## config.mk

```make
export PLATFORM = sky130hd
export DESIGN_NAME = ad4003_spi_reader
export DESIGN_NICKNAME = d
export VERILOG_FILES = /design/src/rtl/ad4003_spi_reader.sv
export SDC_FILE = /design/constraint.sdc
export NUM_CORES = 1
export LEC_CHECK = 0
export ABC_AREA = 1
export CAP_MARGIN = 20
export CORE_ASPECT_RATIO = 1.5
export CORE_MARGIN = 3
export CORE_UTILIZATION = 53
export CTS_BUF_LIST = sky130_fd_sc_hd__clkbuf_4
export CTS_CLUSTER_DIAMETER = 150
export CTS_CLUSTER_SIZE = 28
export DETAILED_ROUTE_END_ITERATION = 8
export PLACE_DENSITY = 0.83
export SLEW_MARGIN = 10
export SYNTH_ARGS = -nofsm -noshare
export SYNTH_HDL_FRONTEND = slang
export SYNTH_SLANG_ARGS = --single-unit
```

## constraint.sdc

```tcl
create_clock -name clk -period 1.6 [get_ports clk]
set_input_delay 0.24 -clock clk [delete_from_list [all_inputs] [get_ports clk]]
set_output_delay 0.24 -clock clk [all_outputs]
set_load 0.05 [all_outputs]
```

## src/rtl/ad4003_spi_reader.sv

```systemverilog
// AD4003 3-wire turbo-mode reader: SCK master and MSB-first SDO deserialiser.
// Latency: o_DV is registered 2*DATA_BITS*CLK_DIV clk cycles after the start edge is registered.
// Backpressure: none; a start edge while busy is dropped and flagged on o_overrun.
//
// Ports:
//   clk        system clock, all logic on posedge
//   rst_L      synchronous reset, active low; aborts any frame in progress
//   i_start    start_conv from the CNV generator; its rising edge starts a frame
//   i_sdo      ADC SDO, already synchronised
//   o_sck      ADC SCK, idle low, registered (also fed back to the CNV generator)
//   o_data     last completed sample; held until the next completed frame
//   o_DV       1-cycle pulse when o_data updates
//   o_busy     high while a frame is being shifted
//   o_overrun  1-cycle pulse, start edge ignored because a frame was in progress
//   o_timeout  1-cycle pulse, frame aborted after TIMEOUT cycles
//
// Build option: define SIGN_EXT_EN to widen o_data to 32 bits, sign-extended
// from the ADC's two's complement sample; otherwise o_data is the raw DATA_BITS word.

module ad4003_spi_reader #(
  parameter int DATA_BITS = 18,
  parameter int CLK_DIV   = 2,
  parameter int TIMEOUT   = 1000
) (
  input  logic                 clk,
  input  logic                 rst_L,
  input  logic                 i_start,
  input  logic                 i_sdo,
  output logic                 o_sck,
`ifdef SIGN_EXT_EN
  output logic [31:0]          o_data,
`else
  output logic [DATA_BITS-1:0] o_data,
`endif
  output logic                 o_DV,
  output logic                 o_busy,
  output logic                 o_overrun,
  output logic                 o_timeout
);

  localparam int BIT_W = $clog2(DATA_BITS + 1);
  localparam int TO_W  = $clog2(TIMEOUT + 1);

  localparam logic [7:0]       DIV_LAST = 8'(CLK_DIV - 1);
  localparam logic [BIT_W-1:0] BIT_ALL  = BIT_W'(DATA_BITS);
  localparam logic [TO_W-1:0]  TO_LAST  = TO_W'(TIMEOUT - 1);

  typedef enum logic {
    IDLE  = 1'b0,
    SHIFT = 1'b1
  } state_t;

  state_t               state;
  logic                 start_q;
  logic [DATA_BITS-1:0] shift_reg;
  logic [BIT_W-1:0]     bit_cnt;
  logic [7:0]           div_cnt;
  logic [TO_W-1:0]      to_cnt;

  // Only a rising edge of start_conv begins a frame; a held-high level does not.
  logic start_edge;
  assign start_edge = i_start & ~start_q;

  always_ff @(posedge clk) begin
    if (!rst_L) begin
      state     <= IDLE;
      start_q   <= 1'b0;
      shift_reg <= '0;
      bit_cnt   <= '0;
      div_cnt   <= '0;
      to_cnt    <= '0;
      o_sck     <= 1'b0;
      o_data    <= '0;
      o_DV      <= 1'b0;
      o_busy    <= 1'b0;
      o_overrun <= 1'b0;
      o_timeout <= 1'b0;
    end else begin
      start_q   <= i_start;
      o_DV      <= 1'b0;
      o_overrun <= 1'b0;
      o_timeout <= 1'b0;

      case (state)
        IDLE: begin
          if (start_edge) begin
            state   <= SHIFT;
            o_busy  <= 1'b1;
            o_sck   <= 1'b0;
            div_cnt <= '0;
            bit_cnt <= '0;
            to_cnt  <= '0;
          end
        end

        SHIFT: begin
          // Start edges during a frame are never queued, including the DV cycle.
          if (start_edge) o_overrun <= 1'b1;

          // to_cnt holds the number of SHIFT cycles already spent; this cycle
          // is the TIMEOUT-th one when it equals TIMEOUT-1.
          if (to_cnt == TO_LAST) begin
            o_sck     <= 1'b0;
            o_timeout <= 1'b1;
            o_busy    <= 1'b0;
            state     <= IDLE;
          end else begin
            to_cnt <= to_cnt + TO_W'(1);
            if (div_cnt == DIV_LAST) begin
              div_cnt <= '0;
              if (!o_sck) begin
                // SCK rising: ADC data has been stable since the previous fall.
                o_sck     <= 1'b1;
                shift_reg <= {shift_reg[DATA_BITS-2:0], i_sdo};
                bit_cnt   <= bit_cnt + BIT_W'(1);
              end else begin
                o_sck <= 1'b0;
                // The frame closes on the falling edge after the last rise.
                if (bit_cnt == BIT_ALL) begin
`ifdef SIGN_EXT_EN
                  o_data <= {{(32-DATA_BITS){shift_reg[DATA_BITS-1]}}, shift_reg};
`else
                  o_data <= shift_reg;
`endif
                  o_DV   <= 1'b1;
                  o_busy <= 1'b0;
                  state  <= IDLE;
                end
              end
            end else begin
              div_cnt <= div_cnt + 8'd1;
            end
          end
        end

        default: state <= IDLE;
      endcase
    end
  end

endmodule

```

==> reports/results.tsv <==
stage	metric	value	unit
power	LEAKAGE	1.478	nW
global_route	first-pass GRT wire length	10.61	mm
synthesis	Yosys warning count	0	
synthesis	most used flip-flop cell after synthesis	dfxtp_1	
clocking	CTS tree	done	
sta	fin crit period	1644	ps
routing	met2 wire length	4.024	mm
routing	top sig layer	met4	
floorplan	row cnt	31	
sta	Final Slew Violations	0	
synthesis	most frequent cell after synthesis	nor2_1	
global_route	largest net degree at the start of global routing	41	
worst_setup_path	CP max-delay cell	dfxtp_2	
synthesis	Mapped Area	0.002789	mm^2
power	PwrDens	890.1	mW/mm^2
worst_setup_path	most used cell, CP	nand2_2	
worst_setup_path	Req. time, crit path	1910	ps
placement	Place WS	-85.27	ps
sta	Final Worst Setup Slack	-44.01	ps
synthesis	post-synthesis register bit count	66	
sta	setup TNS	-117.8	ps
routing	met3 wire len	308	um
clocking	clock latency on the worst-skew pair	420	ps
synthesis	main area contributors after synthesis	dfxtp_1 47%, nor2_1 13%, o21ai_0 8.1%, nand2_1 7.1%, a21oi_1 3.4%	
synthesis	post-synth cell types	32	
worst_setup_path	CP Capture Type	register	
placement	placed wire-length estimate	4.375	mm
sta	Final Setup Violations	7	
routing	1st-iter DRT viols	196	
routing	final WL	7.406	mm
power	total power draw	3.221	mW
synthesis	top cell type's share of synthesized area	47.38	%
floorplan	Die Ht	94.85	um
placement	Final Wtd Congestion	0.9183	
placement	Port Buffers	26	
global_route	GRT Util Overall	22.29	%
routing	wire length per cell	14.72	um
routing	number of remaining DRC errors	0	
synthesis	Async SR Flop Fraction	0	%
finish	Area Overhead vs Synth	29.74	%
worst_setup_path	worst path cell trace	inv_2 -> ha_4 -> nand2_2 -> nor2_2 -> nand2_2 -> buf_6 -> inv_4 -> nand4_4 -> buf_12 -> o21ai_2 -> nor2_1	
worst_setup_path	Data arrival, critical path	1950	ps
floorplan	core area	0.004965	mm^2
outcome	failing checks	negative setup slack	
routing	vias per cell	5.437	
synthesis	synth cell count leaders	95 x nor2_1, 66 x dfxtp_1, 53 x nand2_1, 45 x o21ai_0, 24 x inv_1	
sta	Fmax achieved	0.6083	GHz
sta	RSZ-0062 raised after global routing	yes	
synthesis	top cell type by total area after synthesis	dfxtp_1	
global_route	Remaining Overflow, GRT	0	
synthesis	EDFF count, synth	0	
power	peak supply drop	0.9070	mV
worst_setup_path	Top delay family on crit path	simple AND/OR/NAND/NOR gates	
clocking	post-cts hold buffer count	0	
finish	nets	441	
finish	final core occ	72.88	%
clocking	CTS sink count	66	
finish	antenna cells	0	
routing	Detailed Routing Iterations Pass 1	5	
worst_setup_path	worst-path maximum fanout	5	
clocking	htree depth	3	
routing	vias post-DR	2735	
finish	share of cells above drive strength 1	27.92	%
synthesis	post-synthesis sequential area ratio	47.38	%
sta	Final Hold Viols	0	
hold_path	Worst Hold Class	input pin to register	
synthesis	Mean Syn Cell Area	7.437	um^2
routing	Routed Antenna Nets	0	
floorplan	Starting Density	56.17	%
floorplan	die area	0.006187	mm^2
flow_run	max cap viols	0	
floorplan	DIE WIDTH	65.23	um
sta	worst-margin pin slew	315.9	ps
worst_setup_path	Critical Path Start Type	register	
clocking	Clock Path Buffers	2	
worst_setup_path	Worst Setup Path Type	register to register	
global_route	vias in the first global route	2423	
sta	Final Skew	13.48	ps
sta	crit share post-route	102.8	%
floorplan	Top Ports	27	
outcome	status	finished with violations	
worst_setup_path	Critical Path Max Stage Delay	340	ps
synthesis	Mapped Cells	375	
clocking	TritonCTS buffer count	9	
synthesis	net count after synthesis	384	
clocking	Clock transition at path regs	100	ps
sta	Slew Limit Headroom	78.75	%
routing	Post-Route M1 WL	2.745	mm
clocking	Root Buffer	clkbuf_4	
global_route	initial antenna violation count	0	
worst_setup_path	CP bufs+invs	4	
## what timing repair did
| action | CTS | global route |
|---|---|---|
| cloned | 0 | 3 |
| endpoints found under the setup margin | 55 | 61 |
| gates resized for setup | 15 | 53 |
| pin swaps | 1 | 8 |
| buffers inserted | 0 | 4 |
## per-stage QoR
step / instances / area [um^2] / hold slack [ps]
2_1_floorplan: 375 / 2790 / 333.5
3_3_place_gp: 480 / 3254 / 460.5
3_5_place_dp: 480 / 3254 / 467.1
4_1_cts: 496 / 3392 / 349.2
5_1_grt: 503 / 3618 / 394.3
6_report: 503 / 3618 / 366.2
## kinds of logic after synthesis
kind of cell             Yosys count  synth area share [%]
AND/OR/NAND/NOR                  186                 29.30
AO/OA/AOI/OAI                     70                 12.79
flip-flops                        66                 47.38
buffers and inverters             42                 6.415
XOR/XNOR                           6                 1.885
adder cells (fa/ha/maj)            5                 2.243
## cells in the final DEF, fill, tap and decap left out, drive strengths merged
cell	synthesis	layout
o21ai	49	49
nor3	2	2
xor2	3	3
clkdlybuf4s50	0	3
clkbuf	8	12
xnor2	3	3
buf	6	55
dfxtp	66	66
and2	1	1
inv	27	27
nand4	7	7
nand3	19	19
clkinvlp	0	2
or2	2	2
nor2	97	97
nor4	1	1
a21oi	20	20
clkinv	1	5
ha	5	5
o21a	1	1
nand2	57	57
## metal layers
metal	track usage, %	vias up
met3	5.595	28
met5	0	-
met4	15.05	0
li1	-	1328
met1	22.94	1295
met2	39.05	84
## worst min-delay path, delay by kind of cell
kind | cells | cell delay (ps)
buf+inv | 2 | 450
simple gates | 1 | 60
## layout make-up
type | instances | area [um^2]
inverters | 28 | 110.1
flip-flops and latches | 66 | 1328
clock inverters | 6 | 33.78
multi-input cells | 267 | 1431
fillers | 389 | 1346
clock buffers | 10 | 75.07
repair buffers | 60 | 558.0
well taps | 66 | 82.58
## report_power, final
| group | leakage [nW] | total, mW | internal [mW] | switching, mW |
|---|---|---|---|---|
| Clock | 0.0596 | 0.923 | 0.323 | 0.600 |
| Combinational | 0.882 | 0.534 | 0.211 | 0.323 |
| Sequential | 0.536 | 1.76 | 1.71 | 0.0582 |
## path summary, 6_finish.rpt
path	startpoint	end	slack (ps)	cells past startpoint
worst max-delay path	div_cnt[1]	o_data[9]	-40	11
worst min-delay path	i_start	start_q	370	3
worst max register to register	div_cnt[1]	o_data[9]	-40	11
worst min register to register	bit_cnt[4]	bit_cnt[4]	480	2
Power figures use the tool's default switching activity.
